--- config.mk ---
export PLATFORM = sky130hd
export DESIGN_NAME = icache_axi_rd_bridge
export DESIGN_NICKNAME = d
export VERILOG_FILES = /design/src/rtl/icache_axi_rd_bridge.sv
export SDC_FILE = /design/constraint.sdc
export NUM_CORES = 1
export LEC_CHECK = 0
export CAP_MARGIN = 20
export CORE_UTILIZATION = 35
export DETAILED_ROUTE_END_ITERATION = 10
export GPL_TIMING_DRIVEN = 0
export PLACE_DENSITY_LB_ADDON = 0.08
export SETUP_SLACK_MARGIN = 0.02
export SYNTH_ARGS = -nofsm -noshare
export SYNTH_HDL_FRONTEND = slang
export SYNTH_SLANG_ARGS = --single-unit
--- constraint.sdc ---
create_clock -name clk -period 3.8 [get_ports clk]
set_input_delay 0.76 -clock clk [delete_from_list [all_inputs] [get_ports clk]]
set_output_delay 0.76 -clock clk [all_outputs]
set_load 0.01 [all_outputs]
--- src/rtl/icache_axi_rd_bridge.sv ---
// icache_axi_rd_bridge: single-outstanding AXI4 read master for I-cache refills.
// Issues one 4-byte read per request and returns the selected 32-bit lane with a
// one-cycle completion pulse. A watchdog and error flag keep fetch from hanging.
module icache_axi_rd_bridge #(
  parameter logic [3:0]  AXI_ID  = 4'h0,
  parameter int unsigned TIMEOUT = 256
) (
  input  logic        clk,
  input  logic        rst,
  input  logic        cache_read_ena,
  input  logic [63:0] cache_addr,
  output logic [31:0] cache_or_data,
  output logic        cache_in_ok,
  output logic        bus_err,
  output logic        arvalid,
  input  logic        arready,
  output logic [63:0] araddr,
  output logic [3:0]  arid,
  output logic [7:0]  arlen,
  output logic [2:0]  arsize,
  output logic [1:0]  arburst,
  input  logic        rvalid,
  output logic        rready,
  input  logic [63:0] rdata,
  input  logic [1:0]  rresp,
  input  logic        rlast,
  input  logic [3:0]  rid
);

  // A zero TIMEOUT still needs a legal one-bit counter even though it never runs.
  localparam int unsigned WD_W      = (TIMEOUT == 0) ? 1 : $clog2(TIMEOUT + 1);
  localparam int unsigned WD_LAST_I = (TIMEOUT == 0) ? 0 : TIMEOUT - 1;
  localparam logic [WD_W-1:0] WD_LAST = WD_LAST_I[WD_W-1:0];
  localparam logic [WD_W-1:0] WD_MAX  = TIMEOUT[WD_W-1:0];

  typedef enum logic [3:0] {
    IDLE   = 4'b0001,
    AR_REQ = 4'b0010,
    R_WAIT = 4'b0100,
    DONE   = 4'b1000
  } state_t;

  state_t            state;
  logic [63:0]       req_addr;
  logic [WD_W-1:0]   wdog;
  logic              cooldown;
  logic              beat_ok;
  logic              wd_expire;
  logic              unused_inputs;

  // Watchdog counter advances by one and sticks at TIMEOUT instead of wrapping.
  function automatic logic [WD_W-1:0] wdog_sat_inc(input logic [WD_W-1:0] v);
    if (v >= WD_MAX) return v;
    return v + WD_W'(1);
  endfunction

  // Single-beat INCR reads of one 32-bit word; the address is the latched copy.
  assign arid    = AXI_ID;
  assign arlen   = 8'd0;
  assign arsize  = 3'b010;
  assign arburst = 2'b01;
  assign araddr  = req_addr;

  assign beat_ok   = rvalid && (rid == AXI_ID);
  assign wd_expire = (TIMEOUT != 0) && (wdog == WD_LAST);

  // rlast is meaningless for single-beat bursts; the low address bits are forced to zero.
  assign unused_inputs = ^{rlast, cache_addr[1:0]};

  // Request/response FSM with all outputs registered.
  always_ff @(posedge clk or negedge rst) begin
    if (!rst) begin
      state         <= IDLE;
      req_addr      <= '0;
      arvalid       <= 1'b0;
      rready        <= 1'b0;
      cache_in_ok   <= 1'b0;
      cache_or_data <= '0;
      bus_err       <= 1'b0;
      wdog          <= '0;
      cooldown      <= 1'b0;
    end else begin
      cache_in_ok <= 1'b0;
      case (state)
        IDLE: begin
          rready   <= 1'b1;
          cooldown <= 1'b0;
          if (cache_read_ena && !cooldown) begin
            req_addr <= {cache_addr[63:2], 2'b00};
            bus_err  <= 1'b0;
            arvalid  <= 1'b1;
            rready   <= 1'b0;
            state    <= AR_REQ;
          end
        end
        AR_REQ: begin
          if (arready) begin
            arvalid <= 1'b0;
            rready  <= 1'b1;
            wdog    <= '0;
            state   <= R_WAIT;
          end
        end
        R_WAIT: begin
          // A real beat takes priority over a coincident watchdog expiry.
          if (beat_ok) begin
            cache_or_data <= req_addr[2] ? rdata[63:32] : rdata[31:0];
            bus_err       <= rresp[1];
            cache_in_ok   <= 1'b1;
            state         <= DONE;
          end else if (wd_expire) begin
            cache_or_data <= '0;
            bus_err       <= 1'b1;
            cache_in_ok   <= 1'b1;
            state         <= DONE;
          end else if (TIMEOUT != 0) begin
            wdog <= wdog_sat_inc(wdog);
          end
        end
        DONE: begin
          // Requester drops its level in the completion cycle; skip one IDLE sample.
          cooldown <= 1'b1;
          state    <= IDLE;
        end
        default: begin
          arvalid <= 1'b0;
          rready  <= 1'b1;
          state   <= IDLE;
        end
      endcase
    end
  end

endmodule

==> flow_metrics.env <==
export IMPL_outcome="finished clean"
export IMPL_ys_seq_elements=112
export IMPL_dp_slack_ns=0.8986
export IMPL_fin_ws_ns=1.094
export IMPL_cts_resized_gates=0
export IMPL_core_area_sq_um=13400
export IMPL_worstSetupStartpointType="register"
export IMPL_finalHoldViolCount=0
export IMPL_drv_slew=0
export IMPL_drc=0
export IMPL_crit_arrival_ns=2.98
export IMPL_first_pass_iters=4
export IMPL_clock_tree_root_cell="clkbuf_16"
export IMPL_layout_nets=763
export IMPL_syn2layout_area_growth_pct=60.83
export IMPL_drive_above_1_share_pct=8.480
export IMPL_synth_warning_count=0
export IMPL_grt_pass1_vias=3832
export IMPL_drt_iter0_drc=107
export IMPL_cts_tree="built"
export IMPL_clock_sinks=112
export IMPL_io_buffers=233
export IMPL_pwr_share_seq_pct=37.2
export IMPL_fillers=1125
export IMPL_totalNegativeSetupSlack_ns=0
export IMPL_ys_seq_area_share_pct=57.52
export IMPL_max_freq_ghz=0.3695
export IMPL_globalRouteTotalUtil_pct=17.97
export IMPL_post_drt_wl_per_cell_um=15.84
export IMPL_clk_pin_slew_ns=0.07
export IMPL_max_slew_margin_pct=52.44
export IMPL_fin_crit_sh_pct=71.22
export IMPL_cts_setup_buffers=0
export IMPL_vias=3727
export IMPL_worstPathRequired_ns=4.07
export IMPL_fin_crit_ns=2.706
export IMPL_vias_per_cell=4.653
export IMPL_num_rows=42
export IMPL_netSwitchingPower_w=0.001485
export IMPL_die_h_um=120.0
export IMPL_synth_ff_type="dfrtp_1"
export IMPL_synth_enable_flop_cells=0
export IMPL_crit_path_max_fanout=10
export IMPL_cts_made_buffers=9
export IMPL_clk_insertion_delay_late_ns=0.35
export IMPL_clockBufferDepth=2
export IMPL_synth_cells=359
export IMPL_final_setup_viol_count=0
export IMPL_finClkSkew_ns=0.006906
export IMPL_synth_async_reset_ratio_pct=100.0
export IMPL_design_die_area_sq_um=14400
export IMPL_dp_hpwl_um=9894
export IMPL_initial_core_util_pct=36.38
export IMPL_netlist_area_sq_um=4875
export IMPL_antenna_cells=0
export IMPL_drtAntennaViolNets=0
export IMPL_hp_class="in2async"
export IMPL_place_congestion=0.7566
export IMPL_antenna_found_initial=0
export IMPL_final_area_sq_um=7840
export IMPL_cap_violations=0
export IMPL_place_area_sq_um=7520
export IMPL_intPower_w=0.003446
export IMPL_grt_max_degree=70
export IMPL_power_frac_clock_pct=20.5
export IMPL_dieWidth_um=120.0
export IMPL_rrSetupSlack_ns=1.09
export IMPL_wl_um=12690
export IMPL_power_leakage_nw=3.372
export IMPL_ioPinCount=257
export IMPL_postCtsHoldBufs=0
export IMPL_max_slew_worst_pin_slew_ns=0.7134
export IMPL_cellPowerDensity_nw_per_um2=629.0
export IMPL_path_class="reg2reg"
export IMPL_yosysUniqueCellTypes=42
export IMPL_overflow=0
export IMPL_syn_area_per_cell_sq_um=13.58
export IMPL_irDropWorstVdd_uv=300.7
export IMPL_comb_power_share_pct=42.3
export IMPL_htreeDepth=3
export IMPL_whs_ns=0.3214
export IMPL_crit_path_end_kind="register"
export IMPL_switching_share_pct=30.12
export IMPL_rsz0062_at_grt="false"
export IMPL_grt_pass1_wl_um=19870
[layout by cell type, fill, tap and decap left out, types with 3 or more instances in the layout]
master	synthesis	final
buf_4	20	20
mux2i_1	33	33
conb_1	2	19
inv_1	6	6
mux2_1	62	62
clkbuf_1	11	11
clkbuf_16	0	9
dfrtp_1	111	111
a21oi_1	9	9
o21ai_0	3	3
nand2b_1	4	4
nand2_1	8	8
o31ai_1	3	3
clkdlybuf4s50_1	0	232
nor2_1	4	4
and3_1	3	3
o21ai_1	5	5
o2bb2ai_1	32	32
buf_2	5	5
o21a_1	3	3
buf_6	4	5
[final cells by class]
class / instances / area (sq um) / area share, %
Sequential cell: 112 / 2804 / 35.76
Inverter: 8 / 30.03 / 0.3830
Multi-Input combinational cell: 216 / 1843 / 23.51
Clock buffer: 10 / 239.0 / 3.048
Clock inverter: 5 / 81.33 / 1.037
Buffer: 40 / 261.5 / 3.335
Tap cell: 176 / 220.2 / 2.809
Timing Repair Buffer: 234 / 2361 / 30.11
[through the flow]
step | power (W) | util, % | instances
after floorplan | 0.002835 | - | 376
after global placement | 0.003919 | 55.90 | 785
after detailed placement | 0.003984 | 56.12 | 786
after CTS | 0.005015 | 58.51 | 801
after global routing | 0.005232 | 58.51 | 801
final | 0.004931 | 58.51 | 801
[worst max-delay path, cell delays in order (launching register included)]
cell	delay, ns
dfrtp_1	0.41
ha_1	0.24
and3_1	0.22
and3_1	0.21
and3_1	0.19
ha_1	0.21
o21ai_1	0.48
clkbuf_1	0.48
o2bb2ai_1	0.18
[logic make-up (layout without fill, tap and decap cells)]
group                    Yosys count  after routing  synth area share [%]
flip-flops                       112            112                 57.52
multiplexers                      95             95                 21.10
AO/OA/AOI/OAI                     65             65                 10.14
buffers and inverters             48            297                 5.980
AND/OR/NAND/NOR                   32             32                 4.056
XOR/XNOR                           3              3                0.5391
adder cells (fa/ha/maj)            2              2                0.5133
other                              2             19                0.1541
[state kept, by name, summed over array words and instances (netlist names)]
| register | flops |
|---|---|
| state | 4 |
| bus_err | 1 |
| cooldown | 1 |
| rready | 1 |
| cache_in_ok | 1 |
| wdog | 9 |
| araddr | 62 |
| arvalid | 1 |
| cache_or_data | 32 |
[cells in the mapped netlist, types with 2 or more instances]
| master | count | share of area [%] |
|---|---|---|
| ha_1 | 2 | 0.51 |
| nand2b_1 | 4 | 0.51 |
| or4b_1 | 2 | 0.41 |
| o21a_1 | 3 | 0.46 |
| o21ai_0 | 3 | 0.31 |
| dfrtp_1 | 111 | 57 |
| o2bb2ai_1 | 32 | 5.7 |
| buf_4 | 20 | 3.1 |
| mux2_1 | 62 | 14 |
| nor2_1 | 4 | 0.31 |
| o21ai_1 | 5 | 0.51 |
| o31ai_1 | 3 | 0.46 |
| and3_1 | 3 | 0.39 |
| nand2_1 | 8 | 0.62 |
| conb_1 | 2 | 0.15 |
| buf_2 | 5 | 0.51 |
| nand3_1 | 2 | 0.21 |
| inv_2 | 2 | 0.15 |
| o31a_1 | 2 | 0.36 |
| clkbuf_1 | 11 | 0.85 |
| buf_6 | 4 | 0.92 |
| a21oi_1 | 9 | 0.92 |
| nor4b_2 | 2 | 0.62 |
| mux2i_1 | 33 | 6.8 |
| inv_1 | 6 | 0.46 |
| o211ai_1 | 2 | 0.31 |
| xnor2_1 | 2 | 0.36 |
[path summary, 6_finish.rpt]
path / endpoint / depth (start not counted) / start
setup / recovery: cache_or_data[20] / 8 / wdog[0]
max in group asynchronous: araddr[5] / 2 / rst
hold / removal: araddr[52] / 1 / rst
hold reg to reg: wdog[7] / 1 / wdog[7]
min in group clk: wdog[7] / 1 / wdog[7]
setup reg to reg: cache_or_data[20] / 8 / wdog[0]
[routing by layer]
metal	global-route usage (%)	share of wire, %
met5	0	0
met4	4.453	1.4
met3	6.654	8.5
met2	30.96	50
met1	21.00	40
[power by group through the flow]
stage                     Clock, W  Sequential (W)  Combinational, W
after detailed placement         0         0.00186           0.00212
final                      0.00101         0.00184           0.00208
after global placement           0         0.00184           0.00208
after global routing       0.00109         0.00189           0.00225
after floorplan                  0         0.00202          0.000811
after CTS                  0.00105         0.00184           0.00213
Power figures use the tool's default switching activity.
